### src/rtl/regfile_wb_arbiter.sv
// Two-port write-back arbiter in front of the register file's single write port.
// Define WB_RR_ARB_EN for round-robin arbitration; otherwise s1 has fixed priority.
module regfile_wb_arbiter #(
    parameter int unsigned DEPTH = 2,
    parameter int unsigned AW    = 5,
    parameter int unsigned DW    = 32
) (
    input  logic                 clk,
    input  logic                 rst,
    input  logic                 s0_valid,
    output logic                 s0_ready,
    input  logic [AW-1:0]        s0_addr,
    input  logic [DW-1:0]        s0_data,
    input  logic                 s1_valid,
    output logic                 s1_ready,
    input  logic [AW-1:0]        s1_addr,
    input  logic [DW-1:0]        s1_data,
    output logic                 we3,
    output logic [AW-1:0]        wa3,
    output logic [DW-1:0]        wd3,
    output logic [(2**AW)-1:0]   pending
);

    localparam int unsigned IW   = $clog2(DEPTH);
    localparam int unsigned PW   = IW + 1;
    localparam int unsigned NREG = 2**AW;

    logic [PW-1:0] r_wptr  [2];
    logic [PW-1:0] r_rptr  [2];
    logic [AW-1:0] r_qaddr [2][DEPTH];
    logic [DW-1:0] r_qdata [2][DEPTH];

    logic          r_we;
    logic [AW-1:0] r_wa;
    logic [DW-1:0] r_wd;

    logic [1:0]    w_in_valid;
    logic [AW-1:0] w_in_addr [2];
    logic [DW-1:0] w_in_data [2];

    logic [1:0]    w_empty;
    logic [1:0]    w_full;
    logic [1:0]    w_ready;
    logic [1:0]    w_push;
    logic [1:0]    w_grant;
    logic [PW-1:0] w_cnt [2];
    logic          w_slot_vld [2][DEPTH];

    logic          w_pref;
    logic          w_any_grant;
    logic          w_sel;
    logic [AW-1:0] w_head_addr;
    logic [DW-1:0] w_head_data;
    logic [NREG-1:0] w_pend;

    assign w_in_valid   = {s1_valid, s0_valid};
    assign w_in_addr[0] = s0_addr;
    assign w_in_addr[1] = s1_addr;
    assign w_in_data[0] = s0_data;
    assign w_in_data[1] = s1_data;

    // Queue status; ready is purely state based so a full queue never accepts.
    always_comb begin
        for (int p = 0; p < 2; p++) begin
            w_empty[p] = (r_wptr[p] == r_rptr[p]);
            w_full[p]  = (r_wptr[p][PW-1] != r_rptr[p][PW-1]) &&
                         (r_wptr[p][IW-1:0] == r_rptr[p][IW-1:0]);
            w_ready[p] = !w_full[p] && !rst;
            w_push[p]  = w_in_valid[p] && w_ready[p];
            w_cnt[p]   = r_wptr[p] - r_rptr[p];
        end
    end

`ifdef WB_RR_ARB_EN
    logic r_rr_next;

    // Port preferred on the next contended cycle: the one not granted last.
    always_ff @(posedge clk) begin
        if (rst) begin
            r_rr_next <= 1'b0;
        end else if (w_any_grant) begin
            r_rr_next <= ~w_sel;
        end
    end

    assign w_pref = r_rr_next;
`else
    assign w_pref = 1'b1;
`endif

    always_comb begin
        w_grant = 2'b00;
        if (!w_empty[0] && !w_empty[1]) begin
            w_grant[w_pref] = 1'b1;
        end else if (!w_empty[0]) begin
            w_grant[0] = 1'b1;
        end else if (!w_empty[1]) begin
            w_grant[1] = 1'b1;
        end
    end

    assign w_any_grant = |w_grant;
    assign w_sel       = w_grant[1];
    assign w_head_addr = r_qaddr[w_sel][r_rptr[w_sel][IW-1:0]];
    assign w_head_data = r_qdata[w_sel][r_rptr[w_sel][IW-1:0]];

    always_ff @(posedge clk) begin
        if (rst) begin
            for (int p = 0; p < 2; p++) begin
                r_wptr[p] <= '0;
                r_rptr[p] <= '0;
            end
        end else begin
            for (int p = 0; p < 2; p++) begin
                if (w_push[p]) begin
                    r_wptr[p] <= r_wptr[p] + PW'(1);
                end
                if (w_grant[p]) begin
                    r_rptr[p] <= r_rptr[p] + PW'(1);
                end
            end
        end
    end

    // Queue storage carries no reset; only slots between the pointers are live.
    always_ff @(posedge clk) begin
        for (int p = 0; p < 2; p++) begin
            if (w_push[p]) begin
                r_qaddr[p][r_wptr[p][IW-1:0]] <= w_in_addr[p];
                r_qdata[p][r_wptr[p][IW-1:0]] <= w_in_data[p];
            end
        end
    end

    always_ff @(posedge clk) begin
        if (rst) begin
            r_we <= 1'b0;
            r_wa <= '0;
            r_wd <= '0;
        end else if (w_any_grant) begin
            r_we <= (w_head_addr != '0);
            r_wa <= w_head_addr;
            r_wd <= w_head_data;
        end else begin
            r_we <= 1'b0;
        end
    end

    always_comb begin
        for (int p = 0; p < 2; p++) begin
            for (int i = 0; i < DEPTH; i++) begin
                w_slot_vld[p][i] = ({1'b0, IW'(IW'(i) - r_rptr[p][IW-1:0])} < w_cnt[p]);
            end
        end
    end

    // Register 0 is never pending since it is never written.
    always_comb begin
        w_pend = '0;
        for (int p = 0; p < 2; p++) begin
            for (int i = 0; i < DEPTH; i++) begin
                if (w_slot_vld[p][i]) begin
                    w_pend[r_qaddr[p][i]] = 1'b1;
                end
            end
        end
        if (r_we) begin
            w_pend[r_wa] = 1'b1;
        end
        w_pend[0] = 1'b0;
        if (rst) begin
            w_pend = '0;
        end
    end

    assign s0_ready = w_ready[0];
    assign s1_ready = w_ready[1];
    assign we3      = r_we;
    assign wa3      = r_wa;
    assign wd3      = r_wd;
    assign pending  = w_pend;

endmodule
### config.mk
export PLATFORM = sky130hd
export DESIGN_NAME = regfile_wb_arbiter
export DESIGN_NICKNAME = d
export VERILOG_FILES = /design/src/rtl/regfile_wb_arbiter.sv
export SDC_FILE = /design/constraint.sdc
export NUM_CORES = 1
export LEC_CHECK = 0
export CORE_MARGIN = 3
export CORE_UTILIZATION = 45
export DETAILED_ROUTE_END_ITERATION = 6
export PLACE_DENSITY = 0.69
export SYNTH_ARGS = -nofsm -noshare
export SYNTH_HDL_FRONTEND = slang
export SYNTH_SLANG_ARGS = --single-unit
### constraint.sdc
create_clock -name clk -period 5.8 [get_ports clk]
set_clock_uncertainty 0.05 [all_clocks]
set_input_delay 1.16 -clock clk [delete_from_list [all_inputs] [get_ports clk]]
set_output_delay 1.16 -clock clk [all_outputs]
set_load 0.05 [all_outputs]
# After elaboration in Yosys (flattened, before gate mapping)
# Memories as Yosys holds them, arrays and structs flattened.
# Cells that the tools add are included.
[classes]
n_addsub = 10
n_mul = 0
div = 0
magnitude_cmp = 19
n_eq_ne = 6
shifts = 0
muxes = 56
bitwise_logic = 12
n_reduce_logical = 22
[ops]
columns = ["op", "count"]
rows = [
  ["32-bit two-way mux", 11],
  ["64-bit two-way mux", 2],
  ["32-bit bitwise OR", 4],
  ["32-bit demux with 1-bit select", 2],
  ["5-bit by 6-bit < comparator with 1-bit output (second input constant)", 5],
  ["1-bit demux with 5-bit select", 5],
  ["5-bit by 1-bit greater-or-equal comparator with 1-bit output (second input constant)", 5],
  ["5-bit two-way mux", 5],
  ["1-bit two-way mux", 22],
  ["10-bit two-way mux", 2],
  ["1-bit logical AND", 14],
  ["5-bit demux with 1-bit select", 2],
  ["2-bit two-way mux", 5],
  ["2-bit by 1-bit adder with 2-bit output (second input constant)", 4],
  ["1-bit by 2-bit < comparator with 1-bit output", 4],
  ["2-bit greater-or-equal comparator (second input constant)", 3],
  ["1-bit NOT with 2-bit output", 3],
  ["1-bit logical NOT", 5],
  ["5-bit nonzero test", 1],
  ["2-bit == test", 2],
  ["2-bit by 1-bit < comparator with 1-bit output (second input constant)", 2],
  ["1-bit bitwise OR", 4],
  ["2-bit OR reduction", 2],
  ["1-bit subtractor (first input constant)", 4],
  ["other kinds (4)", 7],
]
[totals]
register_bits = 38
latch_bits = 0
mem_bits_rw = 156
rom_bits = 0
inputBits = 78
out_inout_bits = 72
word_cells = 132
n_memories = 4
[memory_table]
columns = ["name", "depth", "word_bits", "read_ports", "rd_clocked_by_memory_dff", "write_ports", "line_no", "text"]
rows = [
  ["r_qdata", 2, 64, 1, 0, 2, "31", "logic [DW-1:0] r_qdata [2][DEPTH];"],
  ["r_qaddr", 2, 10, 3, 0, 2, "30", "logic [AW-1:0] r_qaddr [2][DEPTH];"],
  ["r_rptr", 2, 2, 3, 0, 2, "29", "logic [PW-1:0] r_rptr [2];"],
  ["r_wptr", 2, 2, 2, 0, 2, "28", "logic [PW-1:0] r_wptr [2];"],
]

# Depth between registers and ports, before layout
# An unclocked memory read counts as a cell.
[depth]
ltp_word = 15
ltp_mapped = 9
ltp_nobuf = 8

# Least setup slack after synthesis
# No wires, ideal clock.
[synth_path]
kind = "reg2reg"
from = "mem r_rptr[0][0] in the netlist's numbering"
to = "mem r_qaddr[0][0] in the netlist's numbering, enable pin"
setup_time_ns = 0.431
arrival_time_ns = 3.976
required_time_ns = 5.319
path_slack_ns = 1.342
path_stages_with_launch = 9
n_path_buf = 3
period_less_slack_ns = 4.458
cell_sequence = "edfxtp_1 > buf_2 > buf_2 > inv_1 > ha_1 > clkbuf_1 > a21oi_1 > nand2_1 > nor2_1"
[synth_rtl]
columns = ["item", "line_no"]
rows = [
  ["from (decl)", "29"],
  ["to (decl)", "30"],
]

==> results.json <==
{
  "initial_core_util": 0.467,
  "rsz0062_at_grt": "no",
  "synth_area_um2": 8910,
  "via_count": 6854,
  "slew_headroom": 0.210,
  "core_um2": 19100,
  "switching_share": 0.447,
  "antennaDiodeCount": 0,
  "nFillCells": 1579,
  "synth_cell_types": 45,
  "setup_tns_ps": 0,
  "hold_depth": 2,
  "place_ws_ps": 1280,
  "viasPerCell": 6.08,
  "die_w_um": 147,
  "regArea_um2": 5450,
  "irDropWorstVdd_v": 0.000367,
  "track_usage": 0.247,
  "crit_path_end_kind": "primary output",
  "synthFlopType": "edfxtp_1",
  "period_share": 0.872,
  "worst_slew_pin_slew_ps": 1180,
  "cts_tree": "yes",
  "ant_nets": 0,
  "fin_crit_ps": 5060,
  "combPwrFrac": 0.444,
  "switchingPower_mw": 2.59,
  "wl_per_cell_um": 23.6,
  "fp.dieArea_um2": 21500,
  "path_max_fanout": 38,
  "setup_viol": 0,
  "num_io_pins": 150,
  "slowest_delay_ps": 870,
  "drcViolationCount": 0,
  "cts_buffers": 17,
  "leakage_nw": 3.54,
  "synth_cells": 741,
  "hold_viol_final": 0,
  "insertion_delay_ps": 430,
  "multiInputGateArea_um2": 3160,
  "ff2ff_path_depth": 5,
  "crit_type": "flop to primary output",
  "drive_above_1_share": 0.0622,
  "max-cap-violations": 0,
  "avgSynthCellArea_um2": 12.0,
  "post_cts_buffers": 0,
  "start_kind": "flop",
  "firstDrtPassIters": 5,
  "setup_slack_ps": 742,
  "synth-seq-cells": 194,
  "post-synth-top-area-cell": "edfxtp_1",
  "crit_cells": 9,
  "finalWeightedCongestion": 0.919,
  "p_int_mw": 3.20,
  "crit_buf_inv": 3,
  "dp_hpwl_um": 18400,
  "yosysWarnings": 0,
  "synth-seq-area-share": 0.611,
  "antenna_found_initial": 1,
  "synthesis.nets": 825,
  "p_per_area_nw_per_um2": 520,
  "drt_iter0_drc": 664,
  "crit_path_cell_trace": "buf_4 > ha_1 > inv_1 > ha_1 > nor2_1 > nor3_1 > a22oi_1 > a31oi_1 > clkdlybuf4s50_1",
  "cts.clk_slew.worst_paths_ps": 70,
  "slowest_stage": "clkdlybuf4s50_1",
  "drv_slew": 0,
  "synth_edf_count": 156,
  "wl_um": 26700,
  "synthArstFlopShare": 0,
  "crit_arrival_ps": 3850,
  "fmax_mhz": 198,
  "status": "finished, final reports clean",
  "num_rows": 50,
  "synth_area_leaders": "edfxtp_1 53%, dfxtp_1 8.5%, a211oi_1 6.6%",
  "ctsResizeCount": 0,
  "clock_sinks": 194,
  "cts_buffer_depth": 2,
  "pwr-share-clk": 0.211,
  "p_seq_frac": 0.345,
  "cp.required_ps": 4590,
  "crit_family": "buffers and inverters",
  "cts_hold_buf": 0,
  "syn2layout_area_growth_pct": 25.1,
  "grt_pass1_wl_um": 40800,
  "die_h_um": 147,
  "synth_top_area_frac": 0.526,
  "clockRootBuffer": "clkbuf_16",
  "port_buffers": 148,
  "crit_top_cell": "ha_1",
  "final_nets": 939,
  "grt_pass1_vias": 6761,
  "grt-ovfl-total": 0,
  "grt_max_degree": 48,
  "h-tree-depth": 4,
  "hold_path_class": "flop to flop"
}
[cells by family (layout without fill, tap and decap cells)]
family,Yosys count,count (layout),synth area share
buf+inv,72,199,0.0375
other cells,1,1,0.000421
compound gates,256,256,0.191
flops,194,194,0.611
xor+xnor,6,6,0.00590
mux,37,37,0.0416
fa+ha+maj,6,6,0.00842
simple gates,169,169,0.104
[state kept, by name, summed over array words and instances (netlist names)]
name	cells
r_qdata	128
wd3	32
r_qaddr	20
wa3	5
r_rptr	4
r_wptr	4
we3	1
[Yosys cell counts, drive strengths merged (16+ instances only)]
cell    count
a21oi      86
mux2i      37
edfxtp    156
a31oi      26
a22oi      50
clkbuf     29
nand2      35
buf        32
nor2       32
nor2b      42
nor3       16
dfxtp      38
a211oi     78
[area by class of cell]
cell class              instances  area share
clock buffers                  17      0.0381
clock inverters                15      0.0193
inverters                      11     0.00370
multi-input cells             475       0.284
flip-flops and latches        194       0.488
well taps                     260      0.0292
repair buffers                156       0.138
[routing by layer]
metal	part of all wire	routed length [um]	up-vias	GRT usage
li1	-	-	3118	-
met1	0.41	10900	3297	0.324
met2	0.47	12500	371	0.389
met3	0.093	2470	66	0.0731
met4	0.032	854	2	0.0936
met5	0.00049	13	-	0
[power by group through the flow]
stage / Combinational [mW] / Clock [mW] / Sequential, mW
detailed placement: 2.56 / 0 / 2.02
floorplan: 1.50 / 0 / 2.30
CTS: 2.58 / 1.24 / 2.00
finish: 2.57 / 1.22 / 2.00
global placement: 2.55 / 0 / 2.02
global route: 2.76 / 1.30 / 2.03
[metrics by stage]
| step | hold slack (ps) | instances | power, mW | area (um2) | util |
|---|---|---|---|---|---|
| 2_1_floorplan | 529 | 741 | 3.79 | 8910 | - |
| 3_3_place_gp | 500 | 1096 | 4.57 | 10500 | 0.551 |
| 3_5_place_dp | 490 | 1096 | 4.59 | 10500 | 0.551 |
| 4_1_cts | 509 | 1128 | 5.82 | 11200 | 0.584 |
| 5_1_grt | 536 | 1128 | 6.10 | 11200 | 0.584 |
| 6_report | 515 | 1128 | 5.80 | 11200 | 0.584 |
[cell usage in the layout (no fill, tap or decap), types with 3 or more instances in the layout]
cell type        count
xnor2_1              4
and3b_1              3
a31oi_1             26
nor2_4               4
a22oi_1             50
nor3_1              14
nand2_1             35
buf_4                8
clkbuf_16           17
nor4_1               4
nor3b_1             12
a21oi_1             86
clkinv_8             6
dfxtp_1             38
nor2b_1             42
nor4b_1              3
mux2i_1             37
inv_1                9
a32oi_1              6
ha_1                 6
nand2b_1             9
edfxtp_1           156
clkdlybuf4s50_1    147
inv_12               5
a211oi_1            78
nor2_1              28
[worst reg2reg max path, stage by stage (launching register included)]
cell and delay [ps]:
edfxtp_1 790, inv_1 100, ha_1 330, a21oi_1 420, nand2_1 260, nor2_4 940
[final timing paths]
check                           slack, ps                  endpoint                       start
worst max register to register       2510  r_qdata[0][34]$_DFFE_PP_  r_rptr[0][0]$_SDFFCE_PN0P_
worst min-delay path                  520      wd3[20]$_SDFFE_PP0N_        wd3[20]$_SDFFE_PP0N_
worst max-delay path                  740               pending[12]  r_rptr[1][0]$_SDFFCE_PN0P_
worst min register to register        520      wd3[20]$_SDFFE_PP0N_        wd3[20]$_SDFFE_PP0N_
No activity file was read; power rests on OpenSTA's default activity.
